<file path="config.mk">
export PLATFORM = sky130hd
export DESIGN_NAME = fifo_ctrl
export DESIGN_NICKNAME = d
export VERILOG_FILES = /design/src/rtl/fifo_ctrl_pkg.sv /design/src/rtl/fifo_ctrl_ptr.sv /design/src/rtl/fifo_ctrl.sv
export SDC_FILE = /design/constraint.sdc
export NUM_CORES = 1
export LEC_CHECK = 0
export CAP_MARGIN = 25
export CORE_ASPECT_RATIO = 0.9
export CORE_MARGIN = 2
export CORE_UTILIZATION = 28
export DETAILED_ROUTE_END_ITERATION = 6
export PLACE_DENSITY_LB_ADDON = 0.3
export SKIP_LAST_GASP = 1
export SYNTH_ARGS = -nofsm -noshare
export SYNTH_HDL_FRONTEND = slang
export SYNTH_SLANG_ARGS = --single-unit
</file>
<file path="constraint.sdc">
create_clock -name clk -period 7.1 [get_ports clk]
set_input_delay 2.13 -clock clk [delete_from_list [all_inputs] [get_ports clk]]
set_output_delay 2.13 -clock clk [all_outputs]
set_load 0.02 [all_outputs]
</file>
<file path="src/rtl/fifo_ctrl_pkg.sv">
// fifo_defs: shared FIFO geometry defaults and derived sizes.
package fifo_defs;
  localparam int FIFO_ADDR_WIDTH = 4;
  localparam int FIFO_BUS_SIZE = 32;
  function automatic int mem_length(input int aw);
    return 1 << aw;
  endfunction
  function automatic int count_width(input int aw);
    return aw + 1;
  endfunction
endpackage

</file>
<file path="src/rtl/fifo_ctrl_ptr.sv">
// fifo_ptr: wrapping W-bit pointer with increment enable and async active-low reset.
module fifo_ptr #(
  parameter int W = 4
) (
  input  logic         clk,
  input  logic         rst_n,
  input  logic         inc_i,
  output logic [W-1:0] ptr_o
);
  logic [W-1:0] ptr_q, ptr_d;
  always_comb ptr_d = inc_i ? ptr_q + W'(1) : ptr_q;
  always_ff @(posedge clk or negedge rst_n)
    if (!rst_n) ptr_q <= '0;
    else ptr_q <= ptr_d;
  assign ptr_o = ptr_q;
endmodule

</file>
<file path="src/rtl/fifo_ctrl.sv">
// fifo_ctrl: pointer, occupancy and status control that turns memoria into a synchronous FIFO.
// Optional almost_full/almost_empty thresholds are enabled by defining FIFO_THRESH_EN.
import fifo_defs::*;
module fifo_ctrl #(
  parameter int ADDR_WIDTH = FIFO_ADDR_WIDTH,
  parameter int BUS_SIZE = FIFO_BUS_SIZE
) (
  input  logic                  clk,
  input  logic                  reset_L,
  input  logic                  push,
  input  logic [BUS_SIZE-1:0]   push_data,
  input  logic                  pop,
  output logic [BUS_SIZE-1:0]   pop_data,
  output logic                  pop_valid,
  output logic                  full,
  output logic                  empty,
  output logic [ADDR_WIDTH:0]   count,
  output logic                  error,
  output logic                  almost_full,
  output logic                  almost_empty,
  input  logic [ADDR_WIDTH-1:0] thresh_af,
  input  logic [ADDR_WIDTH-1:0] thresh_ae,
  output logic                  mem_write,
  output logic                  mem_read,
  output logic [ADDR_WIDTH-1:0] mem_addressW,
  output logic [ADDR_WIDTH-1:0] mem_addressR,
  output logic [BUS_SIZE-1:0]   mem_data_in,
  input  logic [BUS_SIZE-1:0]   mem_data_out
);
  localparam int CW = count_width(ADDR_WIDTH);
  localparam logic [CW-1:0] FULL_CNT = CW'(mem_length(ADDR_WIDTH));
  logic [CW-1:0] count_q, count_d;
  logic pop_valid_q, error_q, error_d;
  logic push_ok, pop_ok;
  // Status comes from registered count only, so a same-cycle pop never frees a slot for push (and vice versa).
  always_comb begin
    full = count_q == FULL_CNT;
    empty = count_q == '0;
    push_ok = push & ~full;
    pop_ok = pop & ~empty;
    count_d = count_q + CW'(push_ok) - CW'(pop_ok);
    error_d = error_q | (push & full) | (pop & empty);
  end
  always_ff @(posedge clk or negedge reset_L)
    if (!reset_L) begin
      count_q <= '0;
      pop_valid_q <= 1'b0;
      error_q <= 1'b0;
    end else begin
      count_q <= count_d;
      pop_valid_q <= pop_ok;
      error_q <= error_d;
    end
  fifo_ptr #(.W(ADDR_WIDTH)) u_wr_ptr (.clk(clk), .rst_n(reset_L), .inc_i(push_ok), .ptr_o(mem_addressW));
  fifo_ptr #(.W(ADDR_WIDTH)) u_rd_ptr (.clk(clk), .rst_n(reset_L), .inc_i(pop_ok), .ptr_o(mem_addressR));
  assign mem_write = push_ok & reset_L;
  assign mem_read = pop_ok & reset_L;
  assign mem_data_in = push_data;
  assign pop_data = mem_data_out;
  assign pop_valid = pop_valid_q;
  assign count = count_q;
  assign error = error_q;
`ifdef FIFO_THRESH_EN
  assign almost_full = count_q >= FULL_CNT - {1'b0, thresh_af};
  assign almost_empty = count_q <= {1'b0, thresh_ae};
`else
  logic unused_thresh;
  assign unused_thresh = ^{thresh_af, thresh_ae};
  assign almost_full = 1'b0;
  assign almost_empty = 1'b0;
`endif
endmodule

</file>
## Word level (Yosys, flattened, before mapping)

Cells that the tools add are included.

| operators by class | value |
|---|---|
| add/sub/neg operators | 4 |
| equality and inequality tests | 1 |
| bitwise logic cells | 10 |
| reduce and logical (&&, ||, !) cells | 1 |

Operator list:

| operator | count |
|---|---|
| 4-bit by 1-bit adder with 4-bit output, second input constant | 2 |
| 1-bit AND | 6 |
| 5-bit by 1-bit adder with 5-bit output | 1 |
| 5-bit equality test, second input constant | 1 |
| 5-bit zero test | 1 |
| 5-bit by 1-bit subtractor with 5-bit output | 1 |
| 1-bit NOT | 2 |
| 1-bit bitwise OR | 2 |

| storage, ports and cells | value |
|---|---|
| register bits after elaboration | 15 |
| input port bits | 76 |
| output and inout port bits | 85 |

## Logic depth before layout (Yosys ltp)

| logic depth | value |
|---|---|
| word-level depth | 5 |
| depth in mapped cells | 11 |

## Hierarchy

Synthesis repeated with hierarchy kept, for this count alone.

| second synthesis, totals | value |
|---|---|
| cell total of the unflattened synthesis | 130 |
| area, all modules | 1258.7 µm² |

By module, submodules not included:

| module | instances | cells each | area each (µm²) |
|---|---|---|---|
| fifo_ctrl | 1 | 108 | 938.4 |
| fifo_ptr | 2 | 11 | 160.2 |

## Worst setup path before layout

No wires, ideal clock.

| timing | value |
|---|---|
| path kind | input-to-output |
| start point | in pop |
| end point | out mem_read |
| data arrival time | 2.631 ns |
| path slack | 2.339 ns |
| stages on the path | 3 |
| buffers on the path | 1 |
| path through | nor2b_2 -> buf_6 -> and2_2 |

| on the way | value |
|---|---|
| longest elaborated chain between the ends | 2 |

Ends and longest elaborated chain:

| element | RTL line | text |
|---|---|---|
| start: declaration | fifo_ctrl.sv:12 | `input logic pop,` |
| 1-bit AND | fifo_ctrl.sv:40 | `pop_ok = pop & ~empty;` |
| net pop_ok | fifo_ctrl.sv:34 | `logic push_ok, pop_ok;` |
| 1-bit AND | fifo_ctrl.sv:57 | `assign mem_read = pop_ok & reset_L;` |
| end: declaration | fifo_ctrl.sv:24 | `output logic mem_read,` |

The timed path passes the listed nets, and every way through them passes these cells.

## Final worst setup path

| timing | value |
|---|---|
| start point | in pop |
| end point | out mem_read |

| on the way | value |
|---|---|
| longest elaborated chain between the ends | 2 |

Ends and longest elaborated chain:

| element | RTL line |
|---|---|
| 1-bit AND | fifo_ctrl.sv:40 |
| 1-bit AND | fifo_ctrl.sv:57 |

No other way between the ends.

==> summary.md <==
| Metric | Value |
|---|---|
| Status | `finished, final reports clean` |
| Overall routed net length | `between 2000 and 2500 um` |
| Unrepaired setup endpoints after global routing | `false` |
| IO Count | `161` |
| Worst min path class | `flop to flop` |
| Via count | `605` |
| Fraction of layout cells with a size suffix above 1 | `0.110` |
| Chip height | `about 70 um` |
| FILL cells | `475` |
| Clk slew on worst S/H paths | `approximately 0.060 ns` |
| Placement row count | `23` |
| Final Hold Slack | `about 0.46 ns` |
| 1st-pass router iterations | `3` |
| Core ar. | `roughly 0.0045 sq mm` |
| Worst Setup End Kind | `output pin` |
| Global-route wire length before repair | `2920 um` |
| Max IR drop VDD | `between 0.0002 and 0.00025 V` |
| Final Critical Period | `around 5.9 ns` |
| Worst setup SP type | `input port` |
| Inserted Clock Buffers | `3` |
| Initial Util | `0.292` |
| DRC Markers | `0` |
| Synth top area share | `0.386` |
| Initial antenna violation count | `0` |
| Hold Fails Final Rpt | `0` |
| Nets | `approximately 180` |
| CTS tree | `done` |
| Clock Sinks | `15` |
| Global-route usage over all layers | `0.0742` |
| Register Area | `375 sq um` |
| Syn Inst Count | `131` |
| Worst Hold End | `u_rd_ptr.ptr_o[3]` |
| Register area share after synthesis | `0.288` |
| Largest net degree at the start of global routing | `11` |
| Synth warnings | `0` |
| Clock latency at the later pin of the worst-skew pair | `about 0.24 ns` |
| Met3 usage | `0.0262` |
| Multi-input gate area | `~400 sq um` |
| CTS root buf | `clkbuf_8` |
| Crit Path Class | `input port to output pin` |
| FF-to-FF End | `count[4]` |
| Final Slew Violations | `0` |
| Vias per cell | `approximately 4.0` |
| Post-cts resize count | `0` |
| Total Power | `between 0.5 and 0.6 mW` |
| Reg2reg path depth | `10` |
| Post-CTS Setup Repair Bufs | `0` |
| R2r startpoint | `count[2]` |
| Worst hold path startpoint | `u_rd_ptr.ptr_o[3]` |
| DRT antenna net count | `0` |
| Worst Clk Skew | `approximately 0.0016 ns` |
| Mapped cell area | `0.00130 sq mm` |
| R2R Setup Slk | `about 4.5 ns` |
| Vias in the first global route | `around 600` |
| Number of synthesized register bits | `15` |
| Grt met2 use | `0.0927` |
| H-tree Lvls | `1` |
| Initial DRC Count | `2` |
| Max clock buf depth | `2` |
| Post-route clock period utilization | `0.837` |
| Total of max-cap violations | `0` |
| Area contributors post-synth | `buf_4 39%, dfrtp_1 29%, ha_1 6.7%` |
| GRT met1 Usage | `0.103` |
| Cell taking the most area after synthesis | `buf_4` |
| GRT Residual Overflow | `0` |
| Mapped Avg Cell Area | `a little under 10 sq um` |
| Util after Layout | `0.256` |
| Crit Path Max Fanout | `6` |
| Pwr Density | `between 400 and 500 mW/mm^2` |
| Drt wl/cell | `13.4 um` |
| Crit path required time | `between 4 and 5 ns` |
| Final setup viols | `0` |
| Die ar. | `~0.0052 sq mm` |
| Final setup TNS | `0 ns` |
| Top Usage Layer GRT | `met1` |
| Antenna cell count | `0` |
| Fmax | `roughly 170 MHz` |
| Die W | `about 76 um` |
| Synthesis-to-finish area growth | `-12.3%` |
| WHS Path Cells | `1` |
| Arr. time, crit path | `~3.8 ns` |
| Post-synth cell types | `24` |
| GPL Wtd Cong | `around 0.7` |
| PortBufs | `22` |
| Leak pwr | `a little over 0.5 nW` |
| Post-DP HPWL | `approximately 1600 um` |
| Hold_buf cts | `0` |
## area by class of cell
| cell class | count | area share |
|---|---|---|
| repair buffers | 23 | 0.199 |
| multi-input cells | 44 | 0.348 |
| well taps | 62 | 0.0679 |
| flip-flops and latches | 15 | 0.329 |
| clock buffers | 4 | 0.0394 |
| inverters | 5 | 0.0164 |
## registers in the layout, indices dropped and copies added, names as in the netlist
signal	cells
pop_valid	1
u_wr_ptr.ptr_o	4
u_rd_ptr.ptr_o	4
count	5
error	1
## critical path, cell delays in order
cell	delay [ns]
clkdlybuf4s50_1	0.53
nor2b_2	0.35
and2_2	0.20
clkdlybuf4s50_1	0.60
## power breakdown
group          internal (mW)  switching, mW
combinational          0.160          0.148
clock                 0.0397         0.0286
sequential             0.131         0.0529
total                  0.331          0.230
## per-layer routing
metal  up-vias  wire (um)
met4         0         77
li1        264          -
met2        41        880
met3        18        262
met1       282        831
met5         -          0
## stage by stage
step / std cells / setup slack, ns / instance area (sq um)
after CTS: 153 / 1.12 / 1140
after global routing: 153 / 1.08 / 1140
final: 153 / 1.16 / 1140
after detailed placement: 149 / 1.13 / 1100
after global placement: 149 / 1.15 / 1100
after floorplan: 132 / 2.34 / 1310
## placed cells by master (no fill, tap or decap)
cell | synthesis | routed
a41o_1 | 1 | 1
nand2b_1 | 1 | 1
xnor2_1 | 3 | 3
buf_4 | 67 | 1
a21o_1 | 1 | 1
conb_1 | 1 | 2
ha_1 | 7 | 7
mux2_1 | 1 | 1
fa_1 | 1 | 1
xor2_1 | 8 | 8
nor2b_2 | 1 | 1
dfrtp_1 | 15 | 15
clkbuf_1 | 0 | 1
a21oi_1 | 2 | 2
nand2_1 | 3 | 3
clkdlybuf4s50_1 | 0 | 22
mux2_4 | 1 | 1
nor2_1 | 5 | 5
inv_1 | 5 | 5
nand4_1 | 2 | 2
nor4bb_4 | 1 | 1
and2_2 | 1 | 1
mux2_2 | 1 | 1
clkbuf_8 | 0 | 3
nor4b_4 | 1 | 1
o21bai_1 | 1 | 1
## how the worst max path moves through the flow
stage	startpoint	endpoint	slack [ns]	cells after the start
final	pop	mem_read	1.16	4
after global routing	pop	mem_read	1.08	4
after CTS	pop	mem_read	1.12	4
after detailed placement	pop	mem_read	1.13	4
after global placement	pop	mem_read	1.15	4
after floorplan	pop	mem_read	2.34	3
## cell families (layout without fill, tap and decap cells)
logic type,after synthesis,in the layout,synth area share
buf+inv,73,32,0.409
simple gates,15,15,0.0874
other cells,1,2,0.00288
xor+xnor,11,11,0.0740
flops,15,15,0.288
compound gates,5,5,0.0269
mux,3,3,0.0288
fa+ha+maj,8,8,0.0826
## Yosys cell counts (all sizes together)
| cell type | n |
|---|---|
| and2 | 1 |
| buf | 68 |
| nand4 | 2 |
| nor4b | 1 |
| conb | 1 |
| o21bai | 1 |
| nor4bb | 1 |
| fa | 1 |
| nand2b | 1 |
| a41o | 1 |
| ha | 7 |
| nand2 | 3 |
| nor2b | 1 |
| a21oi | 2 |
| inv | 5 |
| dfrtp | 15 |
| xor2 | 8 |
| mux2 | 3 |
| xnor2 | 3 |
| a21o | 1 |
| nor2 | 5 |
Power figures use the tool's default switching activity.
